[src/rtl/ps2_char_keys.sv]
// PS/2 set-2 keyboard front end: frame receiver, make/break decoder and held-key movement levels.
// Define ARROW_KEYS_EN to also decode the E0-prefixed arrow keys (left, right, up).
module ps2_char_keys #(
    parameter int unsigned CLK_HZ     = 65_000_000,
    parameter int unsigned TIMEOUT_US = 2000
) (
    input  logic clk,
    input  logic rst_n,
    input  logic ps2_clk,
    input  logic ps2_data,
    output logic stepleft,
    output logic stepright,
    output logic stepjump,
    output logic start_pulse,
    output logic rx_err
);

    localparam int unsigned TIMEOUT_CYC = CLK_HZ / 1_000_000 * TIMEOUT_US;
    localparam int unsigned TW          = $clog2(TIMEOUT_CYC + 1);

    localparam int unsigned K_A   = 0;
    localparam int unsigned K_D   = 1;
    localparam int unsigned K_W   = 2;
    localparam int unsigned K_SP  = 3;
    localparam int unsigned K_ENT = 4;
    localparam int unsigned K_LT  = 5;
    localparam int unsigned K_RT  = 6;
    localparam int unsigned K_UP  = 7;

    typedef enum logic [1:0] {RX_IDLE, RX_DATA, RX_PARITY, RX_STOP} rx_state_t;
    typedef enum logic [1:0] {D_NORM, D_BRK, D_EXT, D_EXT_BRK} dec_state_t;

    // Pin synchronisers; third ps2_clk flop gives the falling edge
    logic clk_s1, clk_s2, clk_s3, dat_s1, dat_s2;
    logic fall;

    always_ff @(posedge clk or negedge rst_n) begin
        if (!rst_n) begin
            clk_s1 <= 1'b1;
            clk_s2 <= 1'b1;
            clk_s3 <= 1'b1;
            dat_s1 <= 1'b1;
            dat_s2 <= 1'b1;
        end else begin
            clk_s1 <= ps2_clk;
            clk_s2 <= clk_s1;
            clk_s3 <= clk_s2;
            dat_s1 <= ps2_data;
            dat_s2 <= dat_s1;
        end
    end

    assign fall = ~clk_s2 & clk_s3;

    rx_state_t       rx_state, rx_next;
    logic [2:0]      bit_cnt, bit_cnt_n;
    logic [7:0]      shreg, shreg_n;
    logic [TW-1:0]   tmo, tmo_n;
    logic            byte_stb, byte_stb_n, rx_err_n;

    always_ff @(posedge clk or negedge rst_n) begin
        if (!rst_n) begin
            rx_state <= RX_IDLE;
            bit_cnt  <= 3'd0;
            shreg    <= 8'd0;
            tmo      <= TW'(0);
            byte_stb <= 1'b0;
            rx_err   <= 1'b0;
        end else begin
            rx_state <= rx_next;
            bit_cnt  <= bit_cnt_n;
            shreg    <= shreg_n;
            tmo      <= tmo_n;
            byte_stb <= byte_stb_n;
            rx_err   <= rx_err_n;
        end
    end

    // Receiver: a fall always wins over a coincident timeout expiry
    always_comb begin
        rx_next    = rx_state;
        bit_cnt_n  = bit_cnt;
        shreg_n    = shreg;
        tmo_n      = tmo;
        byte_stb_n = 1'b0;
        rx_err_n   = 1'b0;
        if (rx_state != RX_IDLE)
            tmo_n = tmo + TW'(1);
        if (fall) begin
            tmo_n = TW'(0);
            unique case (rx_state)
                RX_IDLE: begin
                    if (!dat_s2) begin
                        rx_next   = RX_DATA;
                        bit_cnt_n = 3'd0;
                    end
                end
                RX_DATA: begin
                    shreg_n   = {dat_s2, shreg[7:1]};
                    bit_cnt_n = bit_cnt + 3'd1;
                    if (bit_cnt == 3'd7)
                        rx_next = RX_PARITY;
                end
                RX_PARITY: begin
                    if (^{shreg, dat_s2}) begin
                        rx_next = RX_STOP;
                    end else begin
                        rx_next  = RX_IDLE;
                        rx_err_n = 1'b1;
                    end
                end
                RX_STOP: begin
                    rx_next    = RX_IDLE;
                    byte_stb_n = dat_s2;
                    rx_err_n   = ~dat_s2;
                end
                default: rx_next = RX_IDLE;
            endcase
        end else if (rx_state != RX_IDLE && tmo == TW'(TIMEOUT_CYC - 1)) begin
            rx_next  = RX_IDLE;
            rx_err_n = 1'b1;
            tmo_n    = TW'(0);
        end
    end

    function automatic logic [7:0] key_update(input logic [7:0] cur, input logic [7:0] code,
                                              input logic ext, input logic val);
        key_update = cur;
        if (!ext) begin
            unique case (code)
                8'h1C:   key_update[K_A]   = val;
                8'h23:   key_update[K_D]   = val;
                8'h1D:   key_update[K_W]   = val;
                8'h29:   key_update[K_SP]  = val;
                8'h5A:   key_update[K_ENT] = val;
                default: key_update        = cur;
            endcase
        end else begin
`ifdef ARROW_KEYS_EN
            unique case (code)
                8'h6B:   key_update[K_LT] = val;
                8'h74:   key_update[K_RT] = val;
                8'h75:   key_update[K_UP] = val;
                default: key_update       = cur;
            endcase
`else
            key_update = cur;
`endif
        end
    endfunction

    dec_state_t dec_state, dec_next;
    logic [7:0] keys, keys_n;
    logic       is_pfx, ent_prev;

    assign is_pfx = (shreg == 8'hE0) || (shreg == 8'hF0);

    always_ff @(posedge clk or negedge rst_n) begin
        if (!rst_n) begin
            dec_state <= D_NORM;
            keys      <= 8'd0;
        end else begin
            dec_state <= dec_next;
            keys      <= keys_n;
        end
    end

    // Decoder: prefixes arriving inside a break sequence abort it
    always_comb begin
        dec_next = dec_state;
        keys_n   = keys;
        if (byte_stb) begin
            unique case (dec_state)
                D_NORM: begin
                    if (shreg == 8'hF0)      dec_next = D_BRK;
                    else if (shreg == 8'hE0) dec_next = D_EXT;
                    else                     keys_n = key_update(keys, shreg, 1'b0, 1'b1);
                end
                D_BRK: begin
                    dec_next = D_NORM;
                    if (!is_pfx) keys_n = key_update(keys, shreg, 1'b0, 1'b0);
                end
                D_EXT: begin
                    if (shreg == 8'hF0) begin
                        dec_next = D_EXT_BRK;
                    end else begin
                        dec_next = D_NORM;
                        keys_n   = key_update(keys, shreg, 1'b1, 1'b1);
                    end
                end
                D_EXT_BRK: begin
                    dec_next = D_NORM;
                    if (!is_pfx) keys_n = key_update(keys, shreg, 1'b1, 1'b0);
                end
                default: dec_next = D_NORM;
            endcase
        end
    end

    logic l_held, r_held;
    assign l_held = keys[K_A] | keys[K_LT];
    assign r_held = keys[K_D] | keys[K_RT];

    // Enter pulses only on the 0->1 transition of its key bit, so repeats are silent
    always_ff @(posedge clk or negedge rst_n) begin
        if (!rst_n) begin
            stepleft    <= 1'b0;
            stepright   <= 1'b0;
            stepjump    <= 1'b0;
            start_pulse <= 1'b0;
            ent_prev    <= 1'b0;
        end else begin
            stepleft    <= l_held & ~r_held;
            stepright   <= r_held & ~l_held;
            stepjump    <= keys[K_W] | keys[K_SP] | keys[K_UP];
            start_pulse <= keys[K_ENT] & ~ent_prev;
            ent_prev    <= keys[K_ENT];
        end
    end

endmodule

[config.mk]
export PLATFORM = sky130hd
export DESIGN_NAME = ps2_char_keys
export DESIGN_NICKNAME = d
export VERILOG_FILES = /design/src/rtl/ps2_char_keys.sv
export SDC_FILE = /design/constraint.sdc
export NUM_CORES = 1
export LEC_CHECK = 0
export ABC_AREA = 1
export ABC_CLOCK_PERIOD_IN_PS = 1700
export BUFFER_PORTS_ARGS = -buffer_cell sky130_fd_sc_hd__buf_2
export CORE_MARGIN = 10
export CORE_UTILIZATION = 55
export DETAILED_ROUTE_END_ITERATION = 8
export HOLD_SLACK_MARGIN = 0.05
export PLACE_DENSITY = 0.81
export REMOVE_ABC_BUFFERS = 1
export SYNTH_ARGS = -nofsm -noshare
export SYNTH_HDL_FRONTEND = slang
export SYNTH_SLANG_ARGS = --single-unit
[constraint.sdc]
create_clock -name clk -period 1.7 [get_ports clk]
set_clock_uncertainty 0.1 [all_clocks]
set_input_delay 0.17 -clock clk [delete_from_list [all_inputs] [get_ports clk]]
set_output_delay 0.17 -clock clk [all_outputs]
set_load 0.005 [all_outputs]
==> flow_summary.ini <==
[clock_tree]
path_clk_slew_ns = 0.09
cts_tree = built
cts_root_buf = clkbuf_8
cts_max_level = 2
cts_made_buffers = 5
clock_latency_ns = 0.31
cts_sinks = 49
cts_buffer_depth = 2

[global_routing]
antenna_found_initial = 0
grt-ovfl-total = 0
grt_util_met3_pct = 4.03
grt_pass1_wl_um = 8110
grt.met2_usage_pct = 21.9
grt_max_degree = 50
grt-busiest-layer = met2
grt_usage_pct = 13.1
use_met1_pct = 15.2
grt_pass1_vias = 1917

[final_layout]
num-nets-final = 344
fillerInstances = 360
multi_input_area_mm2 = 0.00107
stdcell_count = 390
seq_area_mm2 = 0.00124
diodes = 0
areaGrowthSynthToFinish_pct = 13.3
drive_above_1_share_pct = 18.0

[timing]
timing.final.ws_setup_ns = 0.109
setup-tns-final_ns = 0
fmax_mhz = 628
drv_slew = 0
post-route-min-period_ns = 1.59
max_slew.worst_pin.slew_ns = 0.515
hold_viol_final = 0
grt_setup_unrepaired = false
setup_violations = 0
max_slew_margin_pct = 65.3
finalCritPeriodShare_pct = 93.6

[status]
status = complete, no violations

[detailed_routing]
antenna_left = 0
vias = 1996
drtIter0Drc = 82
dr.pass1.iters = 4
routed_via_density = 5.12
routedWlPerCell_um = 11.5
wirelength_um = 4490
post-route-drc-count = 0

[worst_setup_path]
end_kind = flop
crit_arrival_ns = 1.68
cp-startpoint = tmo[0]$_DFFE_PN0P_
crit_required_ns = 1.79
crit_path_start_kind = flop
reg2reg_from = tmo[0]$_DFFE_PN0P_
critPathMaxFanout = 11
path_class = reg -> reg

[placed_design]
dp_hpwl_um = 3220
gp_congestion = 0.849
dp_slack_ns = 0.0654
dpl.cell_count = 375
io_buffer_count = 8

[yosys]
ys_async_sr_fraction_pct = 100
yosys_warnings = 0
synth_ff_type = dfrtp_1
synth_edf_count = 0
synth_cell_type_count = 33
seq_area_frac_synth_pct = 49.9
netlist_instances = 313
synth_area_mm2 = 0.00247
avgSynthCellArea_um2 = 7.89
synth-seq-cells = 49

[flow_run]
max_cap_viol_count = 0

[die]
die_height_um = 87.0
dieArea_mm2 = 0.00757
die_width_um = 87.0
core_region_area_mm2 = 0.00435
rows = 24
ioPinCount = 9
start_util_pct = 56.7

[worst_hold_path]
hold_path_class = in -> async

[power_and_ir_drop]
power.total_mw = 3.14
ir_drop_uv = 511
p_leak_nw = 1.42
powerDensity_mw_per_mm2 = 1120
## cell type report
type | count | area share [%]
clock buffer | 7 | 2.73
clock inverter | 1 | 0.268
inverter | 49 | 6.67
multi-input combinational | 212 | 38.4
sequential | 49 | 44.2
tap | 52 | 2.33
timing repair buffer | 20 | 5.37
## registers in the layout, summed over array words and instances, names as in the netlist
register and flops:
clk_s1 1, clk_s3 1, dat_s1 1, tmo 17, stepjump 1, ent_prev 1
clk_s2 1, keys 5, stepleft 1, rx_state 2, shreg 8, dat_s2 1
bit_cnt 3, byte_stb 1, dec_state 2, start_pulse 1, stepright 1, rx_err 1
## cell families after synthesis
group | Yosys count | synth area share (%)
adders and majority gates | 3 | 1.52
muxes | 2 | 0.811
DFF | 49 | 49.9
and+or+nand+nor | 165 | 29.9
xor gates and xnor gates | 3 | 1.06
AOI/OAI and AO/OA | 39 | 8.52
buffers and inverters | 52 | 8.31
## worst max-delay path, cell delays in order (launching register included)
cell and delay [ns]:
dfrtp_1 0.42, ha_4 0.17, nand3_2 0.10, nor3_2 0.18
nand4_1 0.12, nand2_2 0.14, inv_4 0.09, nand2_2 0.08
mux2i_1 0.08
## placed cells by master, fill, tap and decap left out, types with 8 or more instances in the layout
master and count:
o21ai_0 20, a21oi_1 11, nor3_1 8, inv_2 8, nand3_1 19, inv_1 40
buf_4 8, nand2_1 82, nor2_1 29, buf_2 8, dfrtp_1 41
## timing repair
| action | CTS | global route |
|---|---|---|
| endpoints found under the setup margin | 1 | 12 |
| resized for setup | 1 | 17 |
| buffers inserted | 0 | 4 |
| hold buffers | 3 | 0 |
| endpoints found under the hold margin | 51 | 0 |
| cloned | 0 | 0 |
| pin swaps | 0 | 2 |
## Yosys cell counts (3+ instances only)
cell type,instances,area share [%]
nor2_1,31,4.7
inv_2,5,0.76
dfstp_2,5,5.3
nand3_1,20,4.1
nor2_2,4,1.0
dfrtp_1,44,45
o21ai_0,20,4.1
a21oi_1,11,2.2
nand4_1,3,0.76
inv_1,44,6.7
ha_1,3,1.5
nor3_1,9,1.8
nand2_1,84,13
## per-layer routing
layer | routed length [µm] | part of all wire [%]
met2 | 2130 | 47
met3 | 188 | 4.2
met5 | 0 | 0
met4 | 65 | 1.4
met1 | 2110 | 47
## per-stage QoR
step	utilization (%)	instance area (µm²)	hold WS [ns]
after floorplan	-	2450	-0.226
after global placement	59.8	2600	0.0731
after detailed placement	59.8	2600	0.0735
after CTS	62.4	2720	0.262
after global routing	64.2	2800	0.265
final	64.2	2800	0.259
## path summary, 6_finish.rpt
| path | to | slack [ns] | depth (start not counted) |
|---|---|---|---|
| max in group asynchronous | clk_s1$_DFF_PN1_ | 0.95 | 3 |
| worst max-delay path | tmo[0]$_DFFE_PN0P_ | 0.11 | 8 |
| worst max register to register | tmo[0]$_DFFE_PN0P_ | 0.11 | 8 |
| worst min register to register | clk_s2$_DFF_PN1_ | 0.26 | 0 |
| min in group clk | clk_s2$_DFF_PN1_ | 0.26 | 0 |
| worst min-delay path | tmo[5]$_DFFE_PN0P_ | 0.26 | 3 |
## where the power goes
| group | leakage, nW | switching, mW | internal (mW) |
|---|---|---|---|
| logic | 0.730 | 0.594 | 0.363 |
| clock network | 0.0385 | 0.382 | 0.292 |
| registers | 0.650 | 0.189 | 1.32 |
No activity file was read; power rests on OpenSTA's default activity.
